<file path="src/rtl/en_qual_seq_gen.sv">
// en_qual_seq_gen: replays a small table of {en, qual, duration} steps onto a
// registered en_out/qual_out pair. Steps with en=1/qual=0 are refused at load
// time, so the outputs always satisfy "en_out implies qual_out".
module en_qual_seq_gen #(
    parameter int DEPTH = 8,
    parameter int DUR_W = 4,
    parameter int REJ_W = 8
) (
    input  logic                       clk,
    input  logic                       rst,
    input  logic                       load_valid,
    output logic                       load_ready,
    input  logic                       load_en,
    input  logic                       load_qual,
    input  logic [DUR_W-1:0]           load_dur,
    input  logic                       start,
    input  logic                       loop,
    input  logic                       clear,
    output logic                       en_out,
    output logic                       qual_out,
    output logic                       busy,
    output logic                       done,
    output logic [$clog2(DEPTH)-1:0]   step_idx,
    output logic [$clog2(DEPTH+1)-1:0] count,
    output logic [REJ_W-1:0]           reject_cnt
);

    localparam int IDX_W = $clog2(DEPTH);
    localparam int CNT_W = $clog2(DEPTH + 1);

    localparam logic [IDX_W-1:0] IDX_ZERO = {IDX_W{1'b0}};
    localparam logic [IDX_W-1:0] IDX_ONE  = {{(IDX_W-1){1'b0}}, 1'b1};
    localparam logic [CNT_W-1:0] CNT_ZERO = {CNT_W{1'b0}};
    localparam logic [CNT_W-1:0] CNT_ONE  = {{(CNT_W-1){1'b0}}, 1'b1};
    localparam logic [CNT_W-1:0] CNT_MAX  = CNT_W'(DEPTH);
    localparam logic [DUR_W-1:0] DUR_ZERO = {DUR_W{1'b0}};
    localparam logic [DUR_W-1:0] DUR_ONE  = {{(DUR_W-1){1'b0}}, 1'b1};
    localparam logic [REJ_W-1:0] REJ_ONE  = {{(REJ_W-1){1'b0}}, 1'b1};

    typedef enum logic [1:0] {
        ST_IDLE = 2'd0,
        ST_PLAY = 2'd1,
        ST_FIN  = 2'd2
    } state_t;

    // A step is storable unless it would drive en without qual.
    function automatic logic step_legal(input logic en_i, input logic qual_i);
        return !(en_i && !qual_i);
    endfunction

    state_t           state_r,  state_nxt_s;
    logic             en_r,     en_nxt_s;
    logic             qual_r,   qual_nxt_s;
    logic             busy_r,   busy_nxt_s;
    logic             done_r,   done_nxt_s;
    logic [IDX_W-1:0] idx_r,    idx_nxt_s;
    logic [CNT_W-1:0] cnt_r,    cnt_nxt_s;
    logic [DUR_W-1:0] dur_r,    dur_nxt_s;
    logic [REJ_W-1:0] rej_r,    rej_nxt_s;

    logic             en_mem_r   [DEPTH];
    logic             qual_mem_r [DEPTH];
    logic [DUR_W-1:0] dur_mem_r  [DEPTH];

    logic             load_ready_s;
    logic             beat_s;
    logic             last_s;
    logic             rej_full_s;
    logic             wr_en_s;
    logic [IDX_W-1:0] idx_inc_s;
    logic [IDX_W-1:0] wr_idx_s;

    assign load_ready_s = (state_r == ST_IDLE) && (cnt_r < CNT_MAX) && !clear;
    assign beat_s       = load_valid && load_ready_s;
    assign last_s       = ({1'b0, idx_r} + CNT_ONE) == cnt_r;
    assign rej_full_s   = &rej_r;
    assign idx_inc_s    = idx_r + IDX_ONE;
    assign wr_idx_s     = cnt_r[IDX_W-1:0];

    assign load_ready = load_ready_s;
    assign en_out     = en_r;
    assign qual_out   = qual_r;
    assign busy       = busy_r;
    assign done       = done_r;
    assign step_idx   = idx_r;
    assign count      = cnt_r;
    assign reject_cnt = rej_r;

    // Next-state and next-output decode; clear overrides every other request.
    always_comb begin
        state_nxt_s = state_r;
        en_nxt_s    = en_r;
        qual_nxt_s  = qual_r;
        busy_nxt_s  = busy_r;
        done_nxt_s  = done_r;
        idx_nxt_s   = idx_r;
        cnt_nxt_s   = cnt_r;
        dur_nxt_s   = dur_r;
        rej_nxt_s   = rej_r;
        wr_en_s     = 1'b0;

        if (clear) begin
            state_nxt_s = ST_IDLE;
            en_nxt_s    = 1'b0;
            qual_nxt_s  = 1'b0;
            busy_nxt_s  = 1'b0;
            done_nxt_s  = 1'b0;
            idx_nxt_s   = IDX_ZERO;
            cnt_nxt_s   = CNT_ZERO;
            dur_nxt_s   = DUR_ZERO;
        end else begin
            case (state_r)
                ST_IDLE: begin
                    done_nxt_s = 1'b0;
                    if (beat_s) begin
                        if (step_legal(load_en, load_qual)) begin
                            wr_en_s   = 1'b1;
                            cnt_nxt_s = cnt_r + CNT_ONE;
                        end else if (!rej_full_s) begin
                            rej_nxt_s = rej_r + REJ_ONE;
                        end else begin
                            rej_nxt_s = rej_r;
                        end
                    end else begin
                        wr_en_s = 1'b0;
                    end
                    // Step 0 is loaded on the start edge so it is visible next cycle.
                    if (start && (cnt_r != CNT_ZERO)) begin
                        state_nxt_s = ST_PLAY;
                        idx_nxt_s   = IDX_ZERO;
                        en_nxt_s    = en_mem_r[IDX_ZERO];
                        qual_nxt_s  = qual_mem_r[IDX_ZERO];
                        dur_nxt_s   = dur_mem_r[IDX_ZERO];
                        busy_nxt_s  = 1'b1;
                    end else begin
                        state_nxt_s = ST_IDLE;
                    end
                end
                ST_PLAY: begin
                    if (dur_r != DUR_ZERO) begin
                        dur_nxt_s = dur_r - DUR_ONE;
                    end else if (!last_s) begin
                        idx_nxt_s  = idx_inc_s;
                        en_nxt_s   = en_mem_r[idx_inc_s];
                        qual_nxt_s = qual_mem_r[idx_inc_s];
                        dur_nxt_s  = dur_mem_r[idx_inc_s];
                    end else if (loop) begin
                        idx_nxt_s  = IDX_ZERO;
                        en_nxt_s   = en_mem_r[IDX_ZERO];
                        qual_nxt_s = qual_mem_r[IDX_ZERO];
                        dur_nxt_s  = dur_mem_r[IDX_ZERO];
                    end else begin
                        state_nxt_s = ST_FIN;
                        en_nxt_s    = 1'b0;
                        qual_nxt_s  = 1'b0;
                        busy_nxt_s  = 1'b0;
                        done_nxt_s  = 1'b1;
                    end
                end
                ST_FIN: begin
                    state_nxt_s = ST_IDLE;
                    done_nxt_s  = 1'b0;
                end
                default: begin
                    state_nxt_s = ST_IDLE;
                    en_nxt_s    = 1'b0;
                    qual_nxt_s  = 1'b0;
                    busy_nxt_s  = 1'b0;
                    done_nxt_s  = 1'b0;
                    idx_nxt_s   = IDX_ZERO;
                end
            endcase
        end
    end

    // Control and output registers; reset forces the outputs to the safe 0/0 pair.
    always_ff @(posedge clk or negedge rst) begin
        if (!rst) begin
            state_r <= ST_IDLE;
            en_r    <= 1'b0;
            qual_r  <= 1'b0;
            busy_r  <= 1'b0;
            done_r  <= 1'b0;
            idx_r   <= IDX_ZERO;
            cnt_r   <= CNT_ZERO;
            dur_r   <= DUR_ZERO;
            rej_r   <= {REJ_W{1'b0}};
        end else begin
            state_r <= state_nxt_s;
            en_r    <= en_nxt_s;
            qual_r  <= qual_nxt_s;
            busy_r  <= busy_nxt_s;
            done_r  <= done_nxt_s;
            idx_r   <= idx_nxt_s;
            cnt_r   <= cnt_nxt_s;
            dur_r   <= dur_nxt_s;
            rej_r   <= rej_nxt_s;
        end
    end

    // Step table; only legal steps are ever written, at the current fill level.
    always_ff @(posedge clk or negedge rst) begin
        if (!rst) begin
            for (int i = 0; i < DEPTH; i++) begin
                en_mem_r[i]   <= 1'b0;
                qual_mem_r[i] <= 1'b0;
                dur_mem_r[i]  <= DUR_ZERO;
            end
        end else if (wr_en_s) begin
            en_mem_r[wr_idx_s]   <= load_en;
            qual_mem_r[wr_idx_s] <= load_qual;
            dur_mem_r[wr_idx_s]  <= load_dur;
        end else begin
            en_mem_r[wr_idx_s]   <= en_mem_r[wr_idx_s];
            qual_mem_r[wr_idx_s] <= qual_mem_r[wr_idx_s];
            dur_mem_r[wr_idx_s]  <= dur_mem_r[wr_idx_s];
        end
    end

endmodule

</file>
<file path="config.mk">
export PLATFORM = sky130hd
export DESIGN_NAME = en_qual_seq_gen
export DESIGN_NICKNAME = d
export VERILOG_FILES = /design/src/rtl/en_qual_seq_gen.sv
export SDC_FILE = /design/constraint.sdc
export NUM_CORES = 1
export LEC_CHECK = 0
export ABC_AREA = 0
export CORE_ASPECT_RATIO = 1.4
export CORE_MARGIN = 8
export CORE_UTILIZATION = 55
export DETAILED_ROUTE_END_ITERATION = 12
export PLACE_DENSITY = 0.84
export SYNTH_ARGS = -nofsm -noshare
export SYNTH_HDL_FRONTEND = slang
export SYNTH_SLANG_ARGS = --single-unit
</file>
<file path="constraint.sdc">
create_clock -name clk -period 3.05 [get_ports clk]
set_input_delay 0.4575 -clock clk [delete_from_list [all_inputs] [get_ports clk]]
set_output_delay 0.4575 -clock clk [all_outputs]
set_load 0.01 [all_outputs]
</file>
# Word-level counts from Yosys, hierarchy flattened

Cells that the tools add are included.

Mux-type cells: 80
Shift-type cells: 0
Reduce and logical (&&, ||, !) cells: 22
Divide/modulo/power cells: 0
Magnitude comparators: 4
Eq/ne operators: 11
Bitwise operators: 4
$add $sub $neg: 5
Multipliers: 0

Operators by type and width:

| kind                | number |
|---|---|
| $bwmux 32           | 2 |
| $mux 4              | 14 |
| $mux 1              | 34 |
| $bwmux 8            | 4 |
| $mux 32             | 1 |
| $bmux 4 s3          | 2 |
| $mux 8              | 2 |
| $mux 3              | 5 |
| $bmux 1 s3          | 4 |
| $demux 4 s3         | 1 |
| $reduce_and 3->1    | 4 |
| $reduce_and 5->1    | 2 |
| $ne 3x3->1 const B  | 3 |
| $pmux 1 s3          | 3 |
| $pmux 3 s3          | 1 |
| $add 8x1->8 const B | 1 |
| $ge 4x4->1 const B  | 2 |
| $mux 2              | 4 |
| $not 3->4           | 2 |
| $pmux 4 s2          | 1 |
| $reduce_and 8->1    | 1 |
| $reduce_bool 4->1   | 2 |
| $logic_and 1x1->1   | 6 |
| $ne 5x5->1 const B  | 1 |
| other kinds (20)    | 24 |

Memories: 0
Input port bits: 12
Output and inout bits: 20
Word-level logic and storage cells: 159
Bits in registers: 73
Bits in latches: 0
Bits in read-only memories: 0
RAM bits: 0

# Longest topological paths before layout

Word-level depth: 9
Mapped depth: 9
Depth with buffers taken out: 7

# Least setup slack after synthesis

OpenSTA, ideal clock, no wires.

Path kind: register -> register
Start point: register cnt_r[0] (netlist: count[0])
End point: register idx_r[2] (netlist: step_idx[2])
Setup time: 126 ps
Data required time: 2924 ps
Period minus slack after synthesis: 2372 ps
Setup slack: 678 ps
Path buffers: 2
Cell stages (with the launch flop): 10
Arrival: 2246 ps
Cells stage by stage: dfrtp_1 > buf_2 > clkbuf_1 > inv_1 > ha_1 > or3b_2 > and3_1 > o32ai_2 > a2bb2oi_1 > o21ai_1

Longest elaborated chain between the ends: 5
Elaborated cells on any way between the ends: 10
Classes of those cells: eq/ne (3); mux (4); reduce/logical (3)

Ends and longest elaborated chain:

| item                     | RTL line | text |
|---|---|---|
| start: declaration       | 57       | `logic [CNT_W-1:0] cnt_r, cnt_nxt_s;` |
| start signal: assignment | 195      | `cnt_r <= cnt_nxt_s;` |
| $eq 4x4->1               | 75       | `assign last_s = ({1'b0, idx_r} + CNT_ONE) == cnt_r;` |
| $mux 3                   | 142      | `end else if (!last_s) begin` |
| $mux 3                   | 140      | `if (dur_r != DUR_ZERO) begin` |
| $pmux 3 s3               | 112      | `case (state_r)` |
| $mux 3                   | 102      | `if (clear) begin` |
| end signal: assignment   | 194      | `idx_r <= idx_nxt_s;` |
| end: declaration         | 56       | `logic [IDX_W-1:0] idx_r, idx_nxt_s;` |

Several ways; a longest one is shown, not always the timed one. The select of a mux whose other input is x is not followed.
A chain may end at the register's enable or synchronous reset.

# Worst setup path in the final report

Start point: register cnt_r[2] (netlist: count[2])
End point: register busy_r (netlist: busy)

Longest elaborated chain between the ends: 4
Elaborated cells on any way between the ends: 6
Classes of those cells: eq/ne (3); reduce/logical (3)

Ends and longest elaborated chain:

| item                                  | RTL line | text |
|---|---|---|
| $reduce_bool 4->1                     | 128      | `if (start && (cnt_r != CNT_ZERO)) begin` |
| $logic_and 1x1->1                     | 128      |  |
| $ne 3x2->1 (no source line)           | --       |  |
| $reduce_and 5->1 (no source line) (*) | --       |  |
| end signal: assignment                | 192      | `busy_r <= busy_nxt_s;` |
| end: declaration                      | 54       | `logic busy_r, busy_nxt_s;` |

Mark *: on every way between the ends. The rest lies on a longest branch, timed or not.

==> flow_metrics.env <==
export IMPL_status="finished clean"
export IMPL_hpwl_mm=6.77
export IMPL_cts_sinks=73
export IMPL_worst_path_largest_cell_delay_ns=0.68
export IMPL_r2r_setup_slack_ns=0.48
export IMPL_fin_crit_sh_pct=84.2
export IMPL_cts_setup_buffers=0
export IMPL_clk_latency_ns=0.36
export IMPL_start_kind="flip-flop"
export IMPL_syn_nets=414
export IMPL_synth_seq_area_share_pct=45.1
export IMPL_num_vias=3235
export IMPL_wirelength_mm=10.0
export IMPL_wl_per_cell_um=19.1
export IMPL_p_per_area_nw_per_um2=864
export IMPL_grt_total_usage_pct=20.8
export IMPL_worstSetupEndpointType="flip-flop"
export IMPL_syn_inst=396
export IMPL_async_reset_ff_share_pct=100
export IMPL_crit_chain="xor3_1 > a2111o_1 > o311ai_0 > a21oi_1"
export IMPL_wl_met2_mm=5.09
export IMPL_cts_root_buf="clkbuf_8"
export IMPL_coreArea_um2=7270
export IMPL_multi_input_area_um2=2060
export IMPL_final_setup_viol_count=0
export IMPL_ctsHoldBuffers=0
export IMPL_clkTransAtPathRegs_ns=0.08
export IMPL_wl_met3_um=614
export IMPL_design_area_um2=4710
export IMPL_drt_initial_drc_count=258
export IMPL_worstPathArrival_ns=2.79
export IMPL_min_path_type="input port to asynchronous set/reset pin"
export IMPL_htree_levels=3
export IMPL_finish_utilization_pct=64.8
export IMPL_min_period_ns=2.57
export IMPL_p_total_uw=4070
export IMPL_drcViolationCount=0
export IMPL_crit_slowest_cell="dfrtp_1"
export IMPL_cts_made_buffers=9
export IMPL_crit_fanout=13
export IMPL_grt_pass1_vias=3374
export IMPL_syn_area_per_cell_um2=10.2
export IMPL_fillers=553
export IMPL_dp_cells=508
export IMPL_fmax_mhz=389
export IMPL_final_layout_size_suffix_gt1_share_pct=15.9
export IMPL_tns_ns=0
export IMPL_gp_congestion=0.866
export IMPL_post_cts_resized=0
export IMPL_die_x_um=88.6
export IMPL_clockBufferDepth=2
export IMPL_rows=37
export IMPL_n_antenna_cell=0
export IMPL_wl_met1_mm=3.93
export IMPL_maxSlewViolCount=0
export IMPL_path_delay_family="compound AO/OA/AOI/OAI gates"
export IMPL_fin_worst_skew_ns=0.0123
export IMPL_layout_common_cells="75 x nand2_1, 73 x dfrtp_1, 58 x o21ai_0"
export IMPL_stdcell_count=524
export IMPL_relSlewSlack_pct=39.0
export IMPL_synth_flop_cell="dfrtp_1"
export IMPL_cts_tree="done"
export IMPL_cp_buffers_inverters=0
export IMPL_synthDistinctLibCells=57
export IMPL_gr_total_overflow=0
export IMPL_cp_required_ns=3.27
export IMPL_synth_seq_cells=73
export IMPL_viasPerCell=6.17
export IMPL_yosysTopAreaCellShare_pct=45.1
export IMPL_path_class="flip-flop to flip-flop"
export IMPL_grt_pass1_wl_mm=16.8
export IMPL_placed_cell_area_um2=4430
export IMPL_tightest_slew_ns=0.915
export IMPL_nets=440
export IMPL_antenna_found_initial=0
export IMPL_grt_max_degree=74
export IMPL_pin_count=32
export IMPL_final_common_cell="nand2_1"
export IMPL_maxCapViolations=0
export IMPL_portBuffers=31
export IMPL_die_h_um=118
export IMPL_rsz0062_at_grt="no"
export IMPL_seq_area_um2=1830
export IMPL_die_area_um2=10400
export IMPL_yosysWarnings=0
export IMPL_synth_edf_count=0
export IMPL_start_util_pct=55.8
export IMPL_syn_area_um2=4050
export IMPL_dr_pass1_iters=5
export IMPL_area_growth_pct=16.1
export IMPL_synth_area_leaders="dfrtp_1 45%, mux4_2 10%, o21ai_0 7.2%, nand2_1 6.9%, mux2_2 3.1%"
export IMPL_ant_nets=0
export IMPL_hold_viol_final=0
export IMPL_ir_drop_v=0.000323
export IMPL_highest_layer="met4"
export IMPL_yosysTopAreaCell="dfrtp_1"
export IMPL_p_leak_uw=0.00200
[cells in the mapped netlist, drive strengths merged, types with 2 or more instances]
cell type and number:
nor3b 3, o21ai 61, xor2 5, mux2 11
nor3 2, or3b 2, ha 6, nor4 3
nor2 11, mux4 18, buf 17, clkbuf 9
a31o 2, and3 6, o211ai 3, xnor2 7
a22oi 2, o32ai 2, nand4 5, nand2 75
dfrtp 73, nand3 8, nand2b 4, mux2i 8
a21oi 16, o22ai 3, inv 10, and3b 2
a32oi 2, a221oi 2
[final timing paths]
| path | start | to | depth (start not counted) |
|---|---|---|---|
| max reg2reg | count[2] | busy | 4 |
| max in group asynchronous | rst | dur_mem_r[25] | 2 |
| max | count[2] | busy | 4 |
| min in group clk | en_out | en_out | 2 |
| min | rst | reject_cnt[3] | 2 |
| min reg2reg | en_out | en_out | 2 |
[worst register-to-register path: stages, from the launching register on]
cell	delay [ns]
dfrtp_1	0.68
xor3_1	0.54
a2111o_1	0.61
o311ai_0	0.48
a21oi_1	0.13
[logic make-up after synthesis]
kind of cell,Yosys count,share of synthesized area (%)
flip-flops,73,45.1
AO/OA/AOI/OAI,104,15.6
AND/OR/NAND/NOR,126,15.2
XOR/XNOR,13,3.18
adder cells (fa/ha/maj),6,1.85
multiplexers,37,15.0
buffers and inverters,37,4.07
[layer usage]
metal,track usage [%],up-vias
met2,34.6,119
met4,11.8,0
met5,0,-
li1,-,1477
met3,4.05,31
met1,23.8,1608
[power breakdown]
part           switching, uW  internal, uW  total (uW)
Sequential               247          1220        1470
Combinational            847           725        1570
Clock                    359           670        1030
[cell type report]
cell class,instances,share of cell area (%)
Inverter,11,0.877
Tap cell,97,2.58
Sequential cell,73,38.8
Clock inverter,5,2.66
Multi-Input combinational cell,286,43.8
Timing Repair Buffer,41,8.08
Clock buffer,11,3.22
[per-stage QoR]
stage / hold slack, ns / worst slack, ns
after floorplan: 0.162 / 0.678
after global placement: 0.463 / 0.526
after detailed placement: 0.474 / 0.417
after CTS: 0.340 / 0.556
after global routing: 0.408 / 0.357
final: 0.318 / 0.482
[flip-flops by register name, summed over array words and instances, names as in the netlist]
name / count
busy: 1
count: 4
done: 1
dur_mem_r: 32
dur_r: 4
en_mem_r: 8
en_out: 1
qual_mem_r: 8
qual_out: 1
reject_cnt: 8
state_r: 2
step_idx: 3
Note: power is estimated with default switching activity, not from simulation.
